===== config.mk =====
export PLATFORM = sky130hd
export DESIGN_NAME = pipeline_stage_buffer
export DESIGN_NICKNAME = d
export VERILOG_FILES = /design/src/rtl/pipeline_stage_buffer_pkg.sv /design/src/rtl/pipeline_stage_buffer_storage.sv /design/src/rtl/pipeline_stage_buffer.sv
export SDC_FILE = /design/constraint.sdc
export NUM_CORES = 1
export LEC_CHECK = 0
export CORE_MARGIN = 1.5
export CORE_UTILIZATION = 37
export CTS_BUF_LIST = sky130_fd_sc_hd__clkbuf_2
export DETAILED_ROUTE_END_ITERATION = 7
export PLACE_DENSITY = 0.62
export SYNTH_ARGS = -nofsm -noshare
export SYNTH_HDL_FRONTEND = slang
export SYNTH_SLANG_ARGS = --single-unit

===== constraint.sdc =====
create_clock -name clk -period 7.2 [get_ports clk]
set_input_delay 1.44 -clock clk [delete_from_list [all_inputs] [get_ports clk]]
set_output_delay 1.44 -clock clk [all_outputs]
set_load 0.01 [all_outputs]

===== src/rtl/pipeline_stage_buffer_pkg.sv =====
// Shared definitions for generic pipeline-stage buffers: default sizes,
// per-stage packed payload layouts and pointer-wrap helper.
package pipeline_stage_buffer_pkg;

   localparam int PIPE_BUF_DEPTH_DEFAULT = 2;
   localparam int PIPE_STALL_CNT_WIDTH   = 16;

   // EX/MEM fields packed into one payload vector, msb first.
   typedef struct packed {
      logic [31:0] alu_result;
      logic [31:0] store_data;
      logic [4:0]  rd_addr;
      logic        reg_write;
      logic        mem_read;
      logic        mem_write;
      logic        mem_to_reg;
      logic [2:0]  mem_size;
   } exmem_payload_t;

   localparam int EXMEM_PAYLOAD_WIDTH = $bits(exmem_payload_t);

   typedef struct packed {
      logic [31:0] wb_data;
      logic [4:0]  rd_addr;
      logic        reg_write;
   } memwb_payload_t;

   localparam int MEMWB_PAYLOAD_WIDTH = $bits(memwb_payload_t);

   // Per-edge queue operation, encoded as {push, pop}.
   typedef enum logic [1:0] {
      BUF_IDLE = 2'b00,
      BUF_POP  = 2'b01,
      BUF_PUSH = 2'b10,
      BUF_BOTH = 2'b11
   } buf_op_e;

   // Explicit compare-to-last wrap so non-power-of-2 depths work.
   function automatic int ptr_wrap_inc(input int ptr, input int depth);
      return (ptr >= depth - 1) ? 0 : ptr + 1;
   endfunction

endpackage


===== src/rtl/pipeline_stage_buffer_storage.sv =====
// DEPTH x DATA_WIDTH register array: one synchronous write port and one
// asynchronous read port. Contents are deliberately not reset.
module pipeline_stage_storage #(
   parameter int DATA_WIDTH = 64,
   parameter int DEPTH      = 2,
   parameter int ADDR_W     = 1
)(
   input  logic                  i_clk,
   input  logic                  i_we,
   input  logic [ADDR_W-1:0]     i_waddr,
   input  logic [DATA_WIDTH-1:0] i_wdata,
   input  logic [ADDR_W-1:0]     i_raddr,
   output logic [DATA_WIDTH-1:0] o_rdata
);

   logic [DATA_WIDTH-1:0] r_mem [DEPTH];

   always_ff @(posedge i_clk) begin
      if (i_we) begin
         r_mem[i_waddr] <= i_wdata;
      end
   end

   assign o_rdata = r_mem[i_raddr];

endmodule


===== src/rtl/pipeline_stage_buffer.sv =====
// Generic pipeline-stage buffer: valid/ready handshake, synchronous flush,
// DEPTH-entry queue and a saturating stall-event counter.
module pipeline_stage_buffer
   import pipeline_stage_buffer_pkg::*;
#(
   parameter int                    DATA_WIDTH  = 64,
   parameter int                    DEPTH       = PIPE_BUF_DEPTH_DEFAULT,
   parameter logic [DATA_WIDTH-1:0] RESET_VALUE = '0,
   parameter int                    CNT_WIDTH   = PIPE_STALL_CNT_WIDTH
)(
   input  logic                         clk,
   input  logic                         rst,
   input  logic                         flush_in,
   input  logic                         in_valid,
   output logic                         in_ready,
   input  logic [DATA_WIDTH-1:0]        in_data,
   output logic                         out_valid,
   input  logic                         out_ready,
   output logic [DATA_WIDTH-1:0]        out_data,
   output logic [$clog2(DEPTH+1)-1:0]   occupancy,
   output logic [CNT_WIDTH-1:0]         stall_events,
   input  logic                         stall_events_clr
);

   localparam int OCC_W = $clog2(DEPTH + 1);
   localparam int PTR_W = (DEPTH > 1) ? $clog2(DEPTH) : 1;
   localparam logic [OCC_W-1:0] FULL_CNT = OCC_W'(DEPTH);

   logic [OCC_W-1:0]      r_count;
   logic [PTR_W-1:0]      r_wr_ptr;
   logic [PTR_W-1:0]      r_rd_ptr;
   logic [CNT_WIDTH-1:0]  r_stall_cnt;

   logic                  w_push;
   logic                  w_pop;
   logic                  w_we;
   logic                  w_stall_evt;
   buf_op_e               w_op;
   logic [OCC_W-1:0]      w_count_nxt;
   logic [PTR_W-1:0]      w_wr_ptr_nxt;
   logic [PTR_W-1:0]      w_rd_ptr_nxt;
   logic [PTR_W-1:0]      w_wr_ptr_inc;
   logic [PTR_W-1:0]      w_rd_ptr_inc;
   logic [CNT_WIDTH-1:0]  w_stall_nxt;
   logic [DATA_WIDTH-1:0] w_rdata;

   // Handshake: a transfer happens on an edge where valid && ready are both 1.
   // Both ready and valid come only from registered state, so there is no
   // combinational out_ready -> in_ready path; a full buffer admits a new
   // entry only on the cycle after a pop.
   assign in_ready  = (r_count < FULL_CNT);
   assign out_valid = (r_count != '0);
   assign w_push    = in_valid & in_ready;
   assign w_pop     = out_valid & out_ready;
   assign w_op      = buf_op_e'({w_push, w_pop});
   assign w_we      = w_push & ~flush_in;

   assign w_wr_ptr_inc = PTR_W'(ptr_wrap_inc(32'(r_wr_ptr), DEPTH));
   assign w_rd_ptr_inc = PTR_W'(ptr_wrap_inc(32'(r_rd_ptr), DEPTH));

   always_comb begin
      w_count_nxt  = r_count;
      w_wr_ptr_nxt = r_wr_ptr;
      w_rd_ptr_nxt = r_rd_ptr;
      if (flush_in) begin
         w_count_nxt  = '0;
         w_wr_ptr_nxt = '0;
         w_rd_ptr_nxt = '0;
      end else begin
         case (w_op)
            BUF_PUSH: begin
               w_wr_ptr_nxt = w_wr_ptr_inc;
               w_count_nxt  = r_count + OCC_W'(1);
            end
            BUF_POP: begin
               w_rd_ptr_nxt = w_rd_ptr_inc;
               w_count_nxt  = r_count - OCC_W'(1);
            end
            BUF_BOTH: begin
               w_wr_ptr_nxt = w_wr_ptr_inc;
               w_rd_ptr_nxt = w_rd_ptr_inc;
            end
            default: begin
            end
         endcase
      end
   end

   // Clear wins over increment; flush leaves the counter alone.
   assign w_stall_evt = in_valid & ~in_ready;

   always_comb begin
      w_stall_nxt = r_stall_cnt;
      if (stall_events_clr) begin
         w_stall_nxt = '0;
      end else if (w_stall_evt && (r_stall_cnt != '1)) begin
         w_stall_nxt = r_stall_cnt + CNT_WIDTH'(1);
      end
   end

   always_ff @(posedge clk or negedge rst) begin
      if (!rst) begin
         r_count     <= '0;
         r_wr_ptr    <= '0;
         r_rd_ptr    <= '0;
         r_stall_cnt <= '0;
      end else begin
         r_count     <= w_count_nxt;
         r_wr_ptr    <= w_wr_ptr_nxt;
         r_rd_ptr    <= w_rd_ptr_nxt;
         r_stall_cnt <= w_stall_nxt;
      end
   end

   pipeline_stage_storage #(
      .DATA_WIDTH (DATA_WIDTH),
      .DEPTH      (DEPTH),
      .ADDR_W     (PTR_W)
   ) u_storage (
      .i_clk   (clk),
      .i_we    (w_we),
      .i_waddr (r_wr_ptr),
      .i_wdata (in_data),
      .i_raddr (r_rd_ptr),
      .o_rdata (w_rdata)
   );

   assign out_data     = out_valid ? w_rdata : RESET_VALUE;
   assign occupancy    = r_count;
   assign stall_events = r_stall_cnt;

   a_count_bound: assert property (@(posedge clk) disable iff (!rst)
      r_count <= FULL_CNT);

   a_no_push_when_full: assert property (@(posedge clk) disable iff (!rst)
      (r_count == FULL_CNT) |-> !w_push);

endmodule

After elaboration in Yosys (flattened, before gate mapping)
Memory sizes are Yosys's and may differ from the RTL's.
Index checks and enable logic that the tools add are counted.
{ "totals": {"ff_bits": 20, "ramBits": 128, "in_bits": 70, "memories": 1, "word_cells": 44, "out_inout_bits": 84} }
{ "classes": {"bitwise_logic": 6, "eq_ne": 4, "order_cmp": 3, "n_reduce_logical": 8, "addsub": 5, "mux": 13} }
{ "mem_list": {"columns": ["name", "depth", "width", "read_ports", "rd_ports_with_merged_regs", "wr", "line", "rtl"], "rows": [
  ["u_storage.r_mem", 2, 64, 1, 0, 1, "pipeline_stage_buffer_storage.sv:16", "logic [DATA_WIDTH-1:0] r_mem [DEPTH];"]
]} }
{ "ops": {"columns": ["op", "count"], "rows": [
  ["$mux W64", 1],
  ["$mux W16", 2],
  ["$add A16 B1 Y16 const B", 1],
  ["$ne A16 B16 Y1 const B", 1],
  ["$mux W1", 8],
  ["$reduce_bool A2 Y1", 4],
  ["$and A1 B1 Y1", 4],
  ["$eq A2 B2 Y1 const B", 2],
  ["$pmux W2 S2", 1],
  ["$reduce_or A2 Y1", 2],
  ["$reduce_bool A3 Y1", 1],
  ["$add A1 B1 Y1 const B", 2],
  ["$add A2 B1 Y2 const B", 1],
  ["$eq A2 B1 Y1 const B", 1],
  ["$ge A1 B1 Y1 const B", 2],
  ["$lt A2 B2 Y1 const B", 1],
  ["$mux W2", 1],
  ["$not A1 Y1", 2],
  ["$sub A2 B1 Y2 const B", 1],
  ["$logic_and A1 B1 Y1", 1]
]} }

Depth between registers and ports, before layout
{ "logic_depth": {"depth_word": 6, "depth_mapped": 5, "depth_no_buf": 5} }

Hierarchy
Synthesis repeated with hierarchy kept, for this count alone.
{ "unflattened": {"cells_unflattened": 397, "hier_area_um2": 6542.5} }
{ "by_module_without_submodules": {"columns": ["module", "n_inst", "area_per_inst_um2", "seq_area_each_um2", "cells_per_inst"], "rows": [
  ["pipeline_stage_storage", 1, 4933.5, 3843.7, 201],
  ["pipeline_stage_buffer", 1, 1609.0, 500.5, 196]
]} }

Least setup slack after synthesis
OpenSTA, ideal clock, no wires.
{ "synth_path": {"path_kind": "input to register", "startpoint": "in in_valid", "endpoint": "mem u_storage.r_mem[1][0], enable pin", "path_stages": 2, "path_buffers": 0, "setup_time_ns": 0.578, "arrival_time_ns": 6.303, "path_slack_ns": 0.319, "required_time_ns": 6.622, "path_cell_list": "nand2_1 > nor3b_1"} }
{ "synth_between": {"elab_chain_cells": 4} }
{ "synth_rtl": {"columns": ["item", "line", "rtl"], "rows": [
  ["start: declaration", "pipeline_stage_buffer.sv:14", "input logic in_valid,"],
  ["$and A1 B1 Y1", "pipeline_stage_buffer.sv:53", "assign w_push = in_valid & in_ready;"],
  ["$and A1 B1 Y1", "pipeline_stage_buffer.sv:56", "assign w_we = w_push & ~flush_in;"],
  ["$mux W1", "pipeline_stage_buffer_storage.sv:19", "if (i_we) begin"],
  ["$mux W1 (implied by the code)", "pipeline_stage_buffer_storage.sv:20", "r_mem[i_waddr] <= i_wdata;"],
  ["end: declaration", "pipeline_stage_buffer_storage.sv:16", null]
]} }
Every way passes these cells.

Final worst setup path
{ "layout_path": {"startpoint": "reg r_count[1] (netlist: occupancy[1])", "endpoint": "out out_data[19]"} }
{ "layout_between": {"elab_chain_cells": 2} }
{ "layout_rtl": {"columns": ["item", "line", "rtl"], "rows": [
  ["start: declaration", "pipeline_stage_buffer.sv:29", "logic [OCC_W-1:0] r_count;"],
  ["start signal: assignment", "pipeline_stage_buffer.sv:108", "r_count <= w_count_nxt;"],
  ["$reduce_bool A2 Y1", "pipeline_stage_buffer.sv:52", "assign out_valid = (r_count != '0);"],
  ["$mux W64", "pipeline_stage_buffer.sv:128", "assign out_data = out_valid ? w_rdata : RESET_VALUE;"],
  ["end: declaration", "pipeline_stage_buffer.sv:19", "output logic [DATA_WIDTH-1:0] out_data,"]
]} }
Every way passes these cells.

==> results.toml <==
[die]
initial_core_util = 0.377
die_h_um = 130
dieArea_sq_um = 16900
num_rows = 46
core_area_sq_um = 15800
io_pins = 154
die_w_um = 130

[worst_setup_path]
cp-start-kind = "flip-flop"
cp-end-kind = "output pin"
crit_slowest_cell = "nor2_4"
worst-path-max-fanout = 35
required_ps = 5760
cpPeakStageDelay_ps = 620
crit_type = "reg -> out"
cp_cell_sequence = "nor2_4, buf_4, nor2_1, clkdlybuf4s50_1"
arrival_ps = 2960

[synth]
synth_top_cell_by_area = "edfxtp_1"
avgSynthCellArea_sq_um = 15.1
synth_area_leaders = "edfxtp_1, mux2i_1, dfrtp_1"
async_flop_share = 0.135
synth_top_family_by_area = "multiplexers"
yosys-mux-area-fraction = 0.124
syn_area_sq_um = 5970
ys_seq_elements = 148
synthDistinctLibCells = 42
synth-simple-area-share = 0.0999
ys_seq_area_frac = 0.727
synth_nets = 466
synth_commonest_cells = "edfxtp_1, nor2_1, mux2i_1"
netlist.area_leader.share = 0.643
synth_flop_cell = "edfxtp_1"
yosysWarnings = 0
syn_inst = 395
synth_compound_area_frac = 0.0279
synth-edff-count = 128
synth.most_common_cell = "edfxtp_1"
synthAdderAreaFrac = 0.00209
synth_xor_area_frac = 0.00293

[route]
dr.pass1.iters = 6
wl_per_cell_um = 16.1
wl_met2_mm = 6.19
wirelength_mm = 12.6
top_layer = "met5"
vias = 3710
drt_iter0_drc = 171
drc = 0
avgViaCountPerCell = 4.74
ant_nets = 0
route.met3.wl_um = 874
wl_met1_mm = 5.37

[finish]
synthToLayoutAreaGrowth_pct = 33.7
post-route-cell-area_sq_um = 7990
multi_input_area_sq_um = 1550
regArea_sq_um = 4350
drive_gt1_frac = 0.101
nets = 625
n_fill_cell = 1360
diodes = 0

[timing]
rsz0062_at_grt = "no"
fmax_mhz = 227
fin_ws_ps = 2800
fin_tns_setup_ps = 0
finalSetupViolCount = 0
period_share = 0.611
clock_skew_ps = 17.5
max_slew_margin = 0.221
worstMarginPinSlew_ps = 1170
fin_crit_ps = 4400
whs_ps = 598
maxSlewViolCount = 0
hold_viol = 0

[global_route]
grt_pass1_wl_mm = 19.4
grt_pass1_vias = 3853
grt_max_degree = 66
gr-total-overflow = 0
grt_usage = 0.154
antenna_found_initial = 1

[placement]
post_dp_cell_area_sq_um = 7750
io_buffers = 153
finalWeightedCongestion = 0.782
place_hpwl_mm = 8.20
place_ws_ps = 3500

[clock_network]
cts.sinks = 148
cts_setup_buffers = 0
clk_pin_slew_ps = 220
cts-root-buf = "clkbuf_2"
cts_max_level = 4
numCtsBuffers = 17
cts_hold_buf = 0
cts_tree = "built"
cts_resized = 0
clock_latency_ps = 700
cts.path.max_buffers = 2

[pwr]
combPwrFrac = 0.133
ir_worst_vdd_mv = 0.148
p_sw_frac = 0.267
leakage_nw = 2.69
p_seq_frac = 0.595
p_clk_frac = 0.271
switchingPower_w = 0.000446
power_density_nw_per_um2 = 209
internal_power_w = 0.00122

[flow_run]
maxCapViolations = 0

[hold_path]
hp-class = "reg -> reg"

[outcome]
status = "completed"
[worst max-delay path: cells and delay by family, from the launching register on]
kind	cells	cell delay [ps]
buffers and inverters	2	990
AND/OR/NAND/NOR	2	750
flip-flops	1	510
[power groups by stage]
stage / logic [W] / clock network, W / registers [W]
after floorplan: 0.000107 / 0 / 0.000999
after global placement: 0.000224 / 0 / 0.00101
after detailed placement: 0.000226 / 0 / 0.00101
after CTS: 0.000227 / 0.000475 / 0.000996
after global routing: 0.000242 / 0.000505 / 0.00100
final: 0.000223 / 0.000453 / 0.000995
[cell type report]
class                           instances  area share
Tap cell                              216      0.0338
Inverter                                4     0.00188
Clock buffer                           17      0.0107
Sequential cell                       148       0.545
Multi-Input combinational cell        225       0.194
Clock inverter                         15      0.0185
Timing Repair Buffer                  158       0.196
[cell usage in the layout (no fill, tap or decap), types with 6 or more instances in the layout]
cell | synthesis | final
clkdlybuf4s50_1 | 0 | 153
edfxtp_1 | 128 | 128
nor2_1 | 76 | 75
mux2i_1 | 66 | 66
dfrtp_1 | 20 | 19
clkbuf_2 | 0 | 17
a21oi_1 | 13 | 13
nor2b_1 | 9 | 9
clkinvlp_4 | 0 | 8
nand2_1 | 6 | 6
nand3_1 | 6 | 6
mux2_2 | 6 | 6
[through the flow]
step,std cells,power (W),utilization
2_1_floorplan,395,0.00111,-
3_3_place_gp,751,0.00124,0.490
3_5_place_dp,751,0.00124,0.490
4_1_cts,783,0.00170,0.505
5_1_grt,783,0.00175,0.505
6_report,783,0.00167,0.505
[worst paths after layout]
kind	from	end	slack (ps)	depth (start not counted)
setup / recovery	occupancy[1]	out_data[19]	2800	4
hold / removal	stall_events[13]	stall_events[13]	600	1
setup reg to reg	occupancy[1]	r_rd_ptr	5060	6
hold reg to reg	stall_events[13]	stall_events[13]	600	1
max in group asynchronous	rst	r_rd_ptr	5300	1
min in group asynchronous	rst	stall_events[9]	1230	1
[routing by layer]
layer,up-vias,GRT usage
met5,-,0
met4,2,0.0523
met3,14,0.0648
met2,118,0.246
met1,1794,0.190
li1,1782,-
[kinds of logic after synthesis]
group                      Yosys count
xor gates and xnor gates             2
AOI/OAI and AO/OA                   26
and+or+nand+nor                    123
adders and majority gates            1
DFF                                148
muxes                               73
buffers and inverters               22
[sequential cells by signal, indices dropped and copies added (netlist names)]
register         flops
occupancy            2
r_rd_ptr             1
r_wr_ptr             1
stall_events        16
u_storage.r_mem    128
(Power assumes the default switching activity.)
